<file path="src/rtl/loader_defs.sv">
// ----------------------------------------------------------------------------
// loader_defs
//   Shared definitions for the instruction memory boot loader:
//   - state_e      : 3-bit loader state encoding
//   - LANE_B0..B3  : byte-lane indices inside a little-endian 32-bit word
//   - csum_add     : 8-bit wrapping checksum accumulate
//   - word_to_byte_addr : word index to word-aligned byte address
//   - is_rx_state  : states in which the loader accepts stream bytes
// ----------------------------------------------------------------------------
package loader_defs;

    typedef enum logic [2:0] {
        ST_IDLE = 3'd0,
        ST_LEN  = 3'd1,
        ST_DATA = 3'd2,
        ST_CSUM = 3'd3,
        ST_DONE = 3'd4,
        ST_ERR  = 3'd5
    } state_e;

    // Byte k of a word lands in bits [8k+7:8k]
    localparam logic [1:0] LANE_B0 = 2'd0;
    localparam logic [1:0] LANE_B1 = 2'd1;
    localparam logic [1:0] LANE_B2 = 2'd2;
    localparam logic [1:0] LANE_B3 = 2'd3;

    // Checksum is the plain 8-bit sum of payload bytes, wrapping mod 256
    function automatic logic [7:0] csum_add(input logic [7:0] sum, input logic [7:0] data);
        return sum + data;
    endfunction

    // Instruction memory is word organised; the write port takes byte addresses
    function automatic logic [31:0] word_to_byte_addr(input logic [31:0] idx);
        return idx << 2;
    endfunction

    // Only these states own the byte stream
    function automatic logic is_rx_state(input state_e s);
        return (s == ST_LEN) || (s == ST_DATA) || (s == ST_CSUM);
    endfunction

endpackage

</file>
<file path="src/rtl/instr_mem_loader_byte_to_word.sv">
// ----------------------------------------------------------------------------
// byte_to_word
//   Little-endian 4-byte assembler. Bytes 0..2 of a word are held in a
//   24-bit buffer; the 4th byte is combined directly from the input so the
//   finished word is available in the same cycle it is accepted, which lets
//   the parent register it with a single cycle of latency.
//
// Ports
//   clk       : clock, rising edge
//   rst       : synchronous active-high reset
//   clr       : synchronous clear of lane counter and buffer (new load)
//   byte_en   : a byte is accepted this cycle
//   byte_in   : the accepted byte
//   word_out  : {byte_in, buffered bytes 2..0}; meaningful when word_done=1
//   word_done : the byte accepted this cycle is byte 3 of a word
// ----------------------------------------------------------------------------
module byte_to_word
    import loader_defs::*;
(
    input  logic        clk,
    input  logic        rst,
    input  logic        clr,
    input  logic        byte_en,
    input  logic [7:0]  byte_in,
    output logic [31:0] word_out,
    output logic        word_done
);

    logic [1:0]  lane_q;
    logic [1:0]  lane_d;
    logic [23:0] buf_q;
    logic [23:0] buf_d;

    // Next lane/buffer: place the incoming byte in its lane, wrap after lane 3
    always_comb begin
        lane_d = lane_q;
        buf_d  = buf_q;
        if (clr) begin
            lane_d = LANE_B0;
            buf_d  = 24'd0;
        end else if (byte_en) begin
            case (lane_q)
                LANE_B0: buf_d[7:0]   = byte_in;
                LANE_B1: buf_d[15:8]  = byte_in;
                LANE_B2: buf_d[23:16] = byte_in;
                LANE_B3: buf_d        = 24'd0;
                default: buf_d        = buf_q;
            endcase
            lane_d = lane_q + 2'd1;
        end else begin
            lane_d = lane_q;
            buf_d  = buf_q;
        end
    end

    // Lane counter and partial-word buffer registers
    always_ff @(posedge clk) begin
        if (rst) begin
            lane_q <= LANE_B0;
            buf_q  <= 24'd0;
        end else begin
            lane_q <= lane_d;
            buf_q  <= buf_d;
        end
    end

    assign word_out  = {byte_in, buf_q};
    assign word_done = byte_en && !clr && (lane_q == LANE_B3);

endmodule

</file>
<file path="src/rtl/instr_mem_loader.sv">
// ----------------------------------------------------------------------------
// instr_mem_loader
//   Boot-time loader: holds the CPU, parses a framed byte stream
//   (4-byte LE length N, N LE payload words, 1 checksum byte) and writes the
//   payload words into the instruction memory at byte address index*4.
//   The checksum is the 8-bit wrapping sum of the payload bytes only.
//
// Ports
//   clk        : clock, rising edge
//   rst        : synchronous active-high reset
//   start      : one-cycle pulse, honoured in IDLE, DONE and ERR
//   byte_valid : source presents byte_data
//   byte_data  : stream byte
//   byte_ready : loader accepts a byte (high exactly in LEN, DATA, CSUM)
//   wr_en      : one-cycle instruction memory write strobe
//   wr_addr    : word-aligned byte address of the write
//   wr_data    : assembled little-endian word
//   cpu_hold   : CPU held in reset/stall while high
//   done       : image loaded and checksum verified
//   error      : load aborted (oversize length or bad checksum)
// All outputs are registered.
// ----------------------------------------------------------------------------
module instr_mem_loader
    import loader_defs::*;
#(
    parameter int unsigned DATA_WIDTH = 32,
    parameter int unsigned ADDR_WIDTH = 32,
    parameter int unsigned MEM_SIZE   = 512
) (
    input  logic                  clk,
    input  logic                  rst,
    input  logic                  start,
    input  logic                  byte_valid,
    input  logic [7:0]            byte_data,
    output logic                  byte_ready,
    output logic                  wr_en,
    output logic [ADDR_WIDTH-1:0] wr_addr,
    output logic [DATA_WIDTH-1:0] wr_data,
    output logic                  cpu_hold,
    output logic                  done,
    output logic                  error
);

    localparam logic [31:0] MEM_SIZE_W = 32'(MEM_SIZE);

    state_e                state_q;
    state_e                state_d;
    logic [31:0]           word_cnt_q;
    logic [31:0]           word_cnt_d;
    logic [31:0]           word_idx_q;
    logic [31:0]           word_idx_d;
    logic [7:0]            csum_q;
    logic [7:0]            csum_d;

    logic                  byte_ready_q;
    logic                  byte_ready_d;
    logic                  wr_en_q;
    logic                  wr_en_d;
    logic [ADDR_WIDTH-1:0] wr_addr_q;
    logic [ADDR_WIDTH-1:0] wr_addr_d;
    logic [DATA_WIDTH-1:0] wr_data_q;
    logic [DATA_WIDTH-1:0] wr_data_d;
    logic                  cpu_hold_q;
    logic                  cpu_hold_d;
    logic                  done_q;
    logic                  done_d;
    logic                  error_q;
    logic                  error_d;

    logic                  accept_s;
    logic                  asm_en_s;
    logic                  asm_clr_s;
    logic [31:0]           asm_word_s;
    logic                  asm_done_s;

    // byte_ready_q tracks the registered state, so a transfer is only ever
    // seen in LEN, DATA or CSUM
    assign accept_s = byte_valid && byte_ready_q;
    // Length and payload bytes go through the assembler; the checksum byte does not
    assign asm_en_s = accept_s && ((state_q == ST_LEN) || (state_q == ST_DATA));

    byte_to_word u_byte_to_word (
        .clk       (clk),
        .rst       (rst),
        .clr       (asm_clr_s),
        .byte_en   (asm_en_s),
        .byte_in   (byte_data),
        .word_out  (asm_word_s),
        .word_done (asm_done_s)
    );

    // Next-state, counters, checksum and write-port values
    always_comb begin
        state_d    = state_q;
        word_cnt_d = word_cnt_q;
        word_idx_d = word_idx_q;
        csum_d     = csum_q;
        wr_en_d    = 1'b0;
        wr_addr_d  = wr_addr_q;
        wr_data_d  = wr_data_q;
        asm_clr_s  = 1'b0;

        case (state_q)
            ST_IDLE, ST_DONE, ST_ERR: begin
                if (start) begin
                    state_d    = ST_LEN;
                    word_cnt_d = 32'd0;
                    word_idx_d = 32'd0;
                    csum_d     = 8'd0;
                    asm_clr_s  = 1'b1;
                end else begin
                    state_d = state_q;
                end
            end

            ST_LEN: begin
                if (asm_done_s) begin
                    word_cnt_d = asm_word_s;
                    if (asm_word_s == 32'd0) begin
                        state_d = ST_CSUM;
                    end else if (asm_word_s > MEM_SIZE_W) begin
                        state_d = ST_ERR;
                    end else begin
                        state_d = ST_DATA;
                    end
                end else begin
                    state_d = ST_LEN;
                end
            end

            ST_DATA: begin
                if (accept_s) begin
                    csum_d = csum_add(csum_q, byte_data);
                    if (asm_done_s) begin
                        wr_en_d    = 1'b1;
                        wr_addr_d  = ADDR_WIDTH'(word_to_byte_addr(word_idx_q));
                        wr_data_d  = DATA_WIDTH'(asm_word_s);
                        word_idx_d = word_idx_q + 32'd1;
                        // word_cnt_q is non-zero here, so the subtraction cannot wrap
                        if (word_idx_q == (word_cnt_q - 32'd1)) begin
                            state_d = ST_CSUM;
                        end else begin
                            state_d = ST_DATA;
                        end
                    end else begin
                        state_d = ST_DATA;
                    end
                end else begin
                    state_d = ST_DATA;
                end
            end

            ST_CSUM: begin
                if (accept_s) begin
                    state_d = (byte_data == csum_q) ? ST_DONE : ST_ERR;
                end else begin
                    state_d = ST_CSUM;
                end
            end

            default: begin
                state_d = ST_IDLE;
            end
        endcase

        // Status flags are decoded from the next state so they change on the
        // same edge as the state itself
        byte_ready_d = is_rx_state(state_d);
        cpu_hold_d   = (state_d != ST_DONE);
        done_d       = (state_d == ST_DONE);
        error_d      = (state_d == ST_ERR);
    end

    // State, counters, checksum and registered outputs
    always_ff @(posedge clk) begin
        if (rst) begin
            state_q      <= ST_IDLE;
            word_cnt_q   <= 32'd0;
            word_idx_q   <= 32'd0;
            csum_q       <= 8'd0;
            byte_ready_q <= 1'b0;
            wr_en_q      <= 1'b0;
            wr_addr_q    <= '0;
            wr_data_q    <= '0;
            cpu_hold_q   <= 1'b1;
            done_q       <= 1'b0;
            error_q      <= 1'b0;
        end else begin
            state_q      <= state_d;
            word_cnt_q   <= word_cnt_d;
            word_idx_q   <= word_idx_d;
            csum_q       <= csum_d;
            byte_ready_q <= byte_ready_d;
            wr_en_q      <= wr_en_d;
            wr_addr_q    <= wr_addr_d;
            wr_data_q    <= wr_data_d;
            cpu_hold_q   <= cpu_hold_d;
            done_q       <= done_d;
            error_q      <= error_d;
        end
    end

    assign byte_ready = byte_ready_q;
    assign wr_en      = wr_en_q;
    assign wr_addr    = wr_addr_q;
    assign wr_data    = wr_data_q;
    assign cpu_hold   = cpu_hold_q;
    assign done       = done_q;
    assign error      = error_q;

endmodule

</file>
<file path="config.mk">
export PLATFORM = sky130hd
export DESIGN_NAME = instr_mem_loader
export DESIGN_NICKNAME = d
export VERILOG_FILES = /design/src/rtl/loader_defs.sv /design/src/rtl/instr_mem_loader_byte_to_word.sv /design/src/rtl/instr_mem_loader.sv
export SDC_FILE = /design/constraint.sdc
export NUM_CORES = 1
export LEC_CHECK = 0
export CORE_UTILIZATION = 60
export CTS_BUF_LIST = sky130_fd_sc_hd__clkbuf_2 sky130_fd_sc_hd__clkbuf_4 sky130_fd_sc_hd__clkbuf_8
export CTS_CLUSTER_DIAMETER = 100
export DETAILED_ROUTE_END_ITERATION = 8
export DONT_BUFFER_PORTS = 1
export GPL_TIMING_DRIVEN = 0
export PLACE_DENSITY = 0.79
export SYNTH_ARGS = -nofsm -noshare
export SYNTH_HDL_FRONTEND = slang
export SYNTH_HIERARCHICAL = 1
export SYNTH_SLANG_ARGS = --single-unit
</file>
<file path="constraint.sdc">
create_clock -name clk -period 3.5 [get_ports clk]
set_clock_uncertainty 0.2 [all_clocks]
set_input_delay 0.7 -clock clk [delete_from_list [all_inputs] [get_ports clk]]
set_output_delay 0.7 -clock clk [all_outputs]
set_load 0.005 [all_outputs]
</file>
Word level (Yosys, flattened, before mapping) --
Cells that the tools add are included.
Word-level totals: output and inout port bits 69, input bits 12, logic and storage cells 93, ROM bits 0, memory bits (writable) 0, memories 0, register bits 168, latch bits 0
Cells by class: equality and inequality tests 20, shifts and indexed selects 0, order comparisons 1, reduce and logical (&&, ||, !) cells 26, muxes and demuxes 25, add/subtract/negate cells 4, bitwise operators 2, divide/modulo/power cells 0, multiply operators 0
Operators by type and width (number):
- 2-to-1 mux 32 bit | 4
- case mux 32 bit (2 select lines) | 2
- case mux 8 bit (2 select lines) | 4
- adder 32 x 1 -> 32 bit (second input constant) | 1
- equality test 32 bit | 1
- greater-than comparator 32 x 10 -> 1 bit (second input constant) | 1
- zero test 32 bit | 1
- subtractor 32 x 1 -> 32 bit (second input constant) | 1
- 2-to-1 mux 3 bit | 7
- 2-to-1 mux 8 bit | 2
- equality test 3 x 2 -> 1 bit (second input constant) | 4
- equality test 3 bit (second input constant) | 4
- case mux 3 bit (4 select lines) | 1
- nonzero test 2 bit | 5
- AND reduction 3 bit | 3
- adder 8 bit | 1
- equality test 8 bit | 1
- != test 2 bit (second input constant) | 4
- equality test 3 x 1 -> 1 bit (second input constant) | 2
- AND reduction 2 bit | 3
- OR reduction 3 bit | 2
- 2-to-1 mux 1 bit | 5
- equality test 2 bit (second input constant) | 2
- logical AND 1 bit | 4
- other kinds (10) | 13

Longest topological paths before layout --
Gate-level depths: netlist (run 1).
depth after elaboration 12, gate-level depth with buffers 16, mapped depth without buffers 12

Hierarchy --
The synthesis (run 1) kept the hierarchy.
Modules (own cells, without submodules):
- instr_mem_loader | instances 1, area each 7040.5 um^2, cells an instance 888, seq. area each 2842.7 um^2
- byte_to_word | instances 1, area each 1328.8 um^2, cells an instance 123, seq. area each 520.5 um^2

Worst setup path after synthesis (run 1) --
No wires, ideal clock.
path kind input port to flip-flop, from input port byte_valid, to register word_idx_q[27], path slack -226 ps, arrival 3399 ps, setup time 128 ps, buffers on the path 3, required time 3172 ps, cell stages on the path 14, path through and2_1 > clkbuf_1 > nand2_1 > clkbuf_1 > nand2_1 > clkbuf_1 > nand2_1 > nor2_1 > nor3_1 > a2111oi_2 > nor4b_2 > nand3_1 > xor2_1 > nor2_1
On the way: word-level cells in the longest chain between the ends 6, elaborated cells on any way between the ends 7, those cells by class eq/ne: 2; reduce/logical: 5
Ends and longest elaborated chain:
- start: declaration | RTL line instr_mem_loader.sv:33 | input logic byte_valid,
- logical AND 1 bit | RTL line instr_mem_loader.sv:78 | assign accept_s = byte_valid && byte_ready_q;
- logical AND 1 bit | RTL line instr_mem_loader.sv:80 | assign asm_en_s = accept_s && ((state_q == ST_LEN) || (state_q == ST_DATA));
- named net asm_en_s | RTL line instr_mem_loader.sv:71 | logic asm_en_s;
- logical AND 1 bit (2 in a row) | RTL line instr_mem_loader_byte_to_word.sv:68 | assign word_done = byte_en && !clr && (lane_q == LANE_B3);
- named net asm_done_s | RTL line instr_mem_loader.sv:74 | logic asm_done_s;
- != test 2 bit (no line)
- AND reduction 4 bit (no line)
- end signal: assignment | RTL line instr_mem_loader.sv:191 | word_idx_q <= word_idx_d;
- end: declaration | RTL line instr_mem_loader.sv:50 | logic [31:0] word_idx_q;
The timed path passes the listed nets, and every way through them passes these cells. A chain may end at the register's enable or synchronous reset.

Final worst setup path (run 1) --
from register state_q[1], to register word_idx_q[29]
On the way: elaborated cells on any way between the ends 18, those cells by class eq/ne: 7; mux: 2; reduce/logical: 9
RTL lines:
- start: declaration | RTL line instr_mem_loader.sv:46 | state_e state_q;
- start signal: assignment | RTL line instr_mem_loader.sv:189 | state_q <= state_d;
- equality test 3 x 1 -> 1 bit / equality test 3 x 2 -> 1 bit (equally long branches) | RTL line instr_mem_loader.sv:80
- logical OR 1 bit (*) | RTL line instr_mem_loader.sv:80
- logical AND 1 bit (*) | RTL line instr_mem_loader.sv:80
- named net asm_en_s | RTL line instr_mem_loader.sv:71
- logical AND 1 bit (*) (2 in a row) | RTL line instr_mem_loader_byte_to_word.sv:68
- named net asm_done_s | RTL line instr_mem_loader.sv:74
- != test 2 bit (no line) (*)
- AND reduction 4 bit (no line) (*)
The timed path passes the listed nets; every way through them passes the cells marked *.

==> flow_summary.ini, run 1 <==
[outcome]
status = finished, final reports clean

[sta]
final.setup.tns_ps = 0
setup_violations = 0
fin_crit_sh_pct = 93.89
tightestPinTransition_ps = 761.2
hold_viol = 0
min_period_ps = 3286
finalMaxSlewViolations = 0
slew-limit-headroom_pct = 49.25
rsz0062_at_grt = false
setup_slack_ps = 214.0
fmax_mhz = 304.3

[detailed_routing]
wl_per_cell_um = 17.95
drc = 0
routed_wl_mm = 21.99
first_pass_iters = 5
antenna_left = 0
num_vias = 7296
avgViaCountPerCell = 5.956
drtIter0Drc = 677

[finish]
area_growth_pct = 9.493
num_antenna_cells = 0
finalNetCount = 1062
drive_above_1_share_pct = 11.63
instances_no_fill = 1225
finalCoreUtilization_pct = 68.38

[placement]
dpl.hpwl_mm = 15.97
place_inst = 1188
dp_slack_ps = -1081
portBuffers = 0
gp_congestion = 0.9703

[floorplan]
io_pins = 81
die_h_um = 120.1
start_util_pct = 62.46
coreArea_um2 = 13400
rows = 42
dieArea_um2 = 14430
die_width_um = 120.1

[clock_tree]
htreeDepth = 4
cts_root_buf = clkbuf_8
clock_sinks = 168
clk_transition_reported_paths_ps = 100
cts_made_buffers = 17
cts.hold.buffers_added = 0
cts_max_path_buffers = 2
clk_latency_ps = 480
cts_tree = built

[global_routing]
grtUsageTotal_pct = 31.89
grt_max_degree = 18
overflow = 0
grt_first_pass_wirelength_mm = 35.42
grt_pass1_vias = 6820
antenna_found_initial = 0

[worst_setup_path]
cpMostUsedCell = buf_4
worst_path_largest_cell_delay_ps = 310
path_buf_inv = 5
worstPathCellList = clkbuf_4 -> nor3b_4 -> nand2_2 -> buf_4 -> nand2_2 -> buf_6 -> nand2_1 -> nor2_4 -> nor3_2 -> a2111oi_4 -> buf_4 -> nor4b_4 -> buf_4 -> nand3_1 -> xor2_1 -> nor2_1
slowest_stage = dfxtp_1
arrival_ps = 3450
cp_max_fo = 10
path_delay_family = simple AND/OR/NAND/NOR gates
crit_path_end_kind = register
startpoint_type = register
critPathKind = reg2reg
worstPathRequired_ps = 3660

[worst_hold_path]
hp-class = in2reg

[pwr]
peakVddDrop_mv = 0.2818
powerDensity_nw_per_um2 = 384.3
total_power_mw = 3.522
p_sw_share_pct = 27.07
p_seq_share_pct = 54.7
clkPwrFrac_pct = 39.9
p_int_mw = 2.568
leakage_nw = 3.324
p_switching_mw = 0.9531
power_frac_comb_pct = 5.4

[logic_synthesis]
yosysWarnings = 6
syn_avg_cell_area_um2 = 8.278
syn_inst = 1011
synth-edff-count = 0
ys_types = 76
synth_flop_cell = dfxtp_1
mappedNetlistArea_um2 = 8369
yosysTopAreaCell = dfxtp_1
ys_seq_area_share_pct = 40.19
synth_commonest_cells = nand2_1, dfxtp_1, a21oi_1
ys_async_sr_fraction_pct = 0
synth_top_cell_area_share_pct = 40.19
ys_seq_elements = 168
synth.area.top_cells = dfxtp_1, nand2_1, a21oi_1
synth_most_common_cell = nand2_1

[flow_run]
cap_violations = 0
==> what timing repair did <==
action                     4_1_cts  5_1_grt
gates cloned                     0        0
setup endpoints to repair      121       26
resized for setup               16        9
setup buffers                    5        3
pin swaps                        5        4
==> through the flow <==
step,instance area [µm²],hold WS [ps]
2_1_floorplan,8397,243.4
3_3_place_gp,8617,257.0
3_5_place_dp,8617,264.5
4_1_cts,9101,170.7
5_1_grt,9164,164.6
6_report,9164,172.8
==> worst paths after layout <==
check                                 from                              endpoint  slack [ps]  cells after the start
setup / recovery     state_q[1]$_SDFF_PP0_           word_idx_q[29]$_SDFFE_PP0P_         210                     16
hold / removal                byte_data[3]  u_byte_to_word/buf_q[3]$_SDFFE_PP0P_         170                      2
setup reg to reg     state_q[1]$_SDFF_PP0_           word_idx_q[29]$_SDFFE_PP0P_         210                     16
hold reg to reg   wr_addr[18]$_SDFFE_PP0P_              wr_addr[18]$_SDFFE_PP0P_         270                      2
==> power groups by stage <==
stage / Combinational (mW) / Sequential, mW / Clock [mW]
2_1_floorplan: 0.138 / 1.97 / 0
3_3_place_gp: 0.180 / 1.97 / 0
3_5_place_dp: 0.183 / 1.97 / 0
4_1_cts: 0.186 / 1.92 / 1.41
5_1_grt: 0.207 / 1.93 / 1.51
6_report: 0.191 / 1.92 / 1.41
==> placed cells by master, fill, tap and decap left out, types with 8 or more instances in the layout <==
cell / instances
a21oi_1: 122
and3_1: 11
buf_1: 8
buf_2: 8
buf_4: 20
clkbuf_1: 38
clkbuf_8: 17
dfxtp_1: 168
ha_1: 13
inv_1: 13
mux2i_1: 18
nand2_1: 191
nand3_1: 59
nand4_1: 16
nand4b_1: 11
nor2_1: 56
nor3_1: 12
nor4_1: 10
or3b_1: 10
xnor2_1: 50
xor2_1: 29
==> cell type report <==
class | count | area [µm²]
tap | 176 | 220.2
inverter | 13 | 48.80
multi-input combinational | 755 | 4696
buffer | 73 | 367.9
sequential | 168 | 3363
fill | 1146 | 4237
timing repair buffer | 8 | 72.57
clock buffer | 17 | 234.0
clock inverter | 15 | 161.4
==> sequential cells by signal, indices dropped and copies added (netlist names), 2 cells and up <==
register	cells
word_cnt_q	32
word_idx_q	32
wr_data	32
wr_addr	30
u_byte_to_word/buf_q	24
csum_q	8
state_q	3
u_byte_to_word/lane_q	2
==> cells by family (layout without fill, tap and decap cells) <==
| group | after synthesis | after routing | synth area share [%] |
|---|---|---|---|
| simple gates | 459 | 459 | 28.46 |
| flops | 168 | 168 | 40.19 |
| mux | 21 | 21 | 2.556 |
| buf+inv | 89 | 126 | 4.903 |
| other cells | 1 | 2 | 0.04481 |
| compound gates | 180 | 180 | 13.40 |
| fa+ha+maj | 14 | 14 | 2.183 |
| xor+xnor | 79 | 79 | 8.267 |
==> routing by layer <==
layer  part of all wire [%]  up-vias  wire, µm  global-route usage (%)
met1                     42     3412      9205                   40.48
met2                     48      269     10520                   51.90
li1                       -     3560         -                       -
met5                      0        -         0                       0
met4                    3.7        0       813                   16.02
met3                    6.6       55      1446                   5.561
(Power assumes the default switching activity.)
==> run 2: changes to the inputs <==
Settings changed: GPL_TIMING_DRIVEN 0 to unset, HOLD_SLACK_MARGIN set to 0.06, REMOVE_ABC_BUFFERS set to 1.
==> flow_summary.ini, run 2 (synthesis gave the netlist of run 1 again) <==
[worst_setup_path]
slowest_stage = ha_1
worstPathRequired_ps = 3660
startpoint_type = register
arrival_ps = 3130
critPathKind = reg2reg
worst_path_largest_cell_delay_ps = 540
ff2ff_path_depth = 9
worstPathCellList = ha_1 -> nand2_1 -> nor2_1 -> nor3_1 -> a2111o_1 -> nor4_1 -> nand2_1 -> xor2_1 -> nor2_1
cp_max_fo = 17
crit_path_end_kind = register

[floorplan]
die_width_um = 120.1
die_h_um = 120.1
rows = 42
dieArea_um2 = 14430
coreArea_um2 = 13400
io_pins = 81
start_util_pct = 62.46

[clock_tree]
cts.hold.buffers_added = 0
cts_max_path_buffers = 2
clk_latency_ps = 470
clk_transition_reported_paths_ps = 90
cts_resized = 0
clock_sinks = 168
cts_made_buffers = 17
postCtsSetupRepairBufs = 0
cts_tree = built
htreeDepth = 4
cts_root_buf = clkbuf_8

[pwr]
peakVddDrop_mv = 0.2672
leakage_nw = 3.127
p_switching_mw = 0.8595
power_frac_comb_pct = 4.0
p_seq_share_pct = 55.5
p_sw_share_pct = 24.78
p_int_mw = 2.609
clkPwrFrac_pct = 40.5
powerDensity_nw_per_um2 = 395.3

[detailed_routing]
avgViaCountPerCell = 5.947
drc = 0
antenna_left = 0
first_pass_iters = 5
num_vias = 6898
drtIter0Drc = 608
routed_wl_mm = 19.61
wl_per_cell_um = 16.90

[finish]
ff_latch_area_um2 = 3363
final_common_cell = nand2_1
finalNetCount = 997
instances_no_fill = 1160
nFillCells = 1174
area_growth_pct = 4.814
multi_input_area_um2 = 4609
final_cell_mix = nand2_1, dfxtp_1, a21oi_1, nand3_1, nor2_1
design_area_um2 = 8772
num_antenna_cells = 0
drive_above_1_share_pct = 9.451

[sta]
whs_ps = 93.38
fin_crit_sh_pct = 84.89
slew-limit-headroom_pct = 53.85
finalMaxSlewViolations = 0
setup_violations = 0
tightestPinTransition_ps = 687.0
rsz0062_at_grt = false
hold_viol = 0
min_period_ps = 2971
fmax_mhz = 336.6

[global_routing]
grt_first_pass_wirelength_mm = 33.01
grt_max_degree = 135
overflow = 0
grt_pass1_vias = 6446
grtUsageTotal_pct = 28.93
antenna_found_initial = 0

[placement]
portBuffers = 0
dpl.hpwl_mm = 13.21
gp_congestion = 0.9692
placedInstanceArea_um2 = 8374
place_inst = 1128

[flow_run]
cap_violations = 0

[outcome]
status = finished, final reports clean

[worst_hold_path]
whs_path_depth = 1
hp-class = in2reg
[run 2: cell count changes in the layout (fill, tap and decap cells not counted), moves of 2 or more]
| cell | delta |
|---|---|
| nor3_2 | -2 |
| and2_1 | +2 |
| nand2_2 | -2 |
| buf_6 | -4 |
| nor3_1 | +2 |
| nor2_1 | +2 |
| buf_4 | -5 |
| clkinv_2 | +2 |
| nand2_1 | +2 |
| clkbuf_1 | -38 |
| buf_1 | -8 |
| buf_2 | -8 |
[run 2: stage by stage]
stage | setup slack, ps | util (%) | power (mW) | TNS, ps
final | 528.9 | 65.46 | 3.468 | 0
after global routing | 175.2 | 65.46 | 3.600 | 0
after CTS | 567.6 | 65.46 | 3.494 | 0
after global placement | 471.9 | 62.49 | 2.102 | 0
after floorplan | -1263 | - | 2.064 | -33540
after detailed placement | 384.9 | 62.49 | 2.103 | 0
[run 2: path summary, 6_finish.rpt]
check / slack (ps) / end / startpoint
worst min-delay path: 90 / wr_addr[6]$_SDFFE_PP0P_ / rst
worst max-delay path: 530 / word_idx_q[28]$_SDFFE_PP0P_ / u_byte_to_word/lane_q[0]$_SDFFE_PP0P_
worst min register to register: 270 / csum_q[5]$_SDFFE_PP0P_ / csum_q[5]$_SDFFE_PP0P_
worst max register to register: 530 / word_idx_q[28]$_SDFFE_PP0P_ / u_byte_to_word/lane_q[0]$_SDFFE_PP0P_
[run 2: layout make-up]
class	count	area share, %
multi-input cells	755	52.55
well taps	176	2.510
clock buffers	17	2.667
clock inverters	15	1.868
inverters	13	0.5563
repair buffers	16	1.512
flip-flops and latches	168	38.34
[run 2: power groups by stage]
stage | registers, mW | logic (mW) | clock network (mW)
floorplan | 1.97 | 0.0976 | 0
global placement | 1.97 | 0.133 | 0
detailed placement | 1.97 | 0.135 | 0
CTS | 1.92 | 0.135 | 1.43
global route | 1.93 | 0.151 | 1.52
finish | 1.92 | 0.138 | 1.41
[run 2: layer usage]
metal  wire, µm  GRT usage (%)  up-vias
li1           -              -     3424
met1       9100          39.35     3249
met2       8890          44.76      194
met3       1211          6.274       31
met4        406          10.78        0
met5          0              0        -
[run 2: worst max-delay path, delay by kind of cell, from the launching register on]
kind | cells | cell delay (ps)
AO/OA/AOI/OAI | 1 | 470
flip-flops | 1 | 430
XOR/XNOR | 1 | 170
AND/OR/NAND/NOR | 6 | 1070
adder cells (fa/ha/maj) | 1 | 540
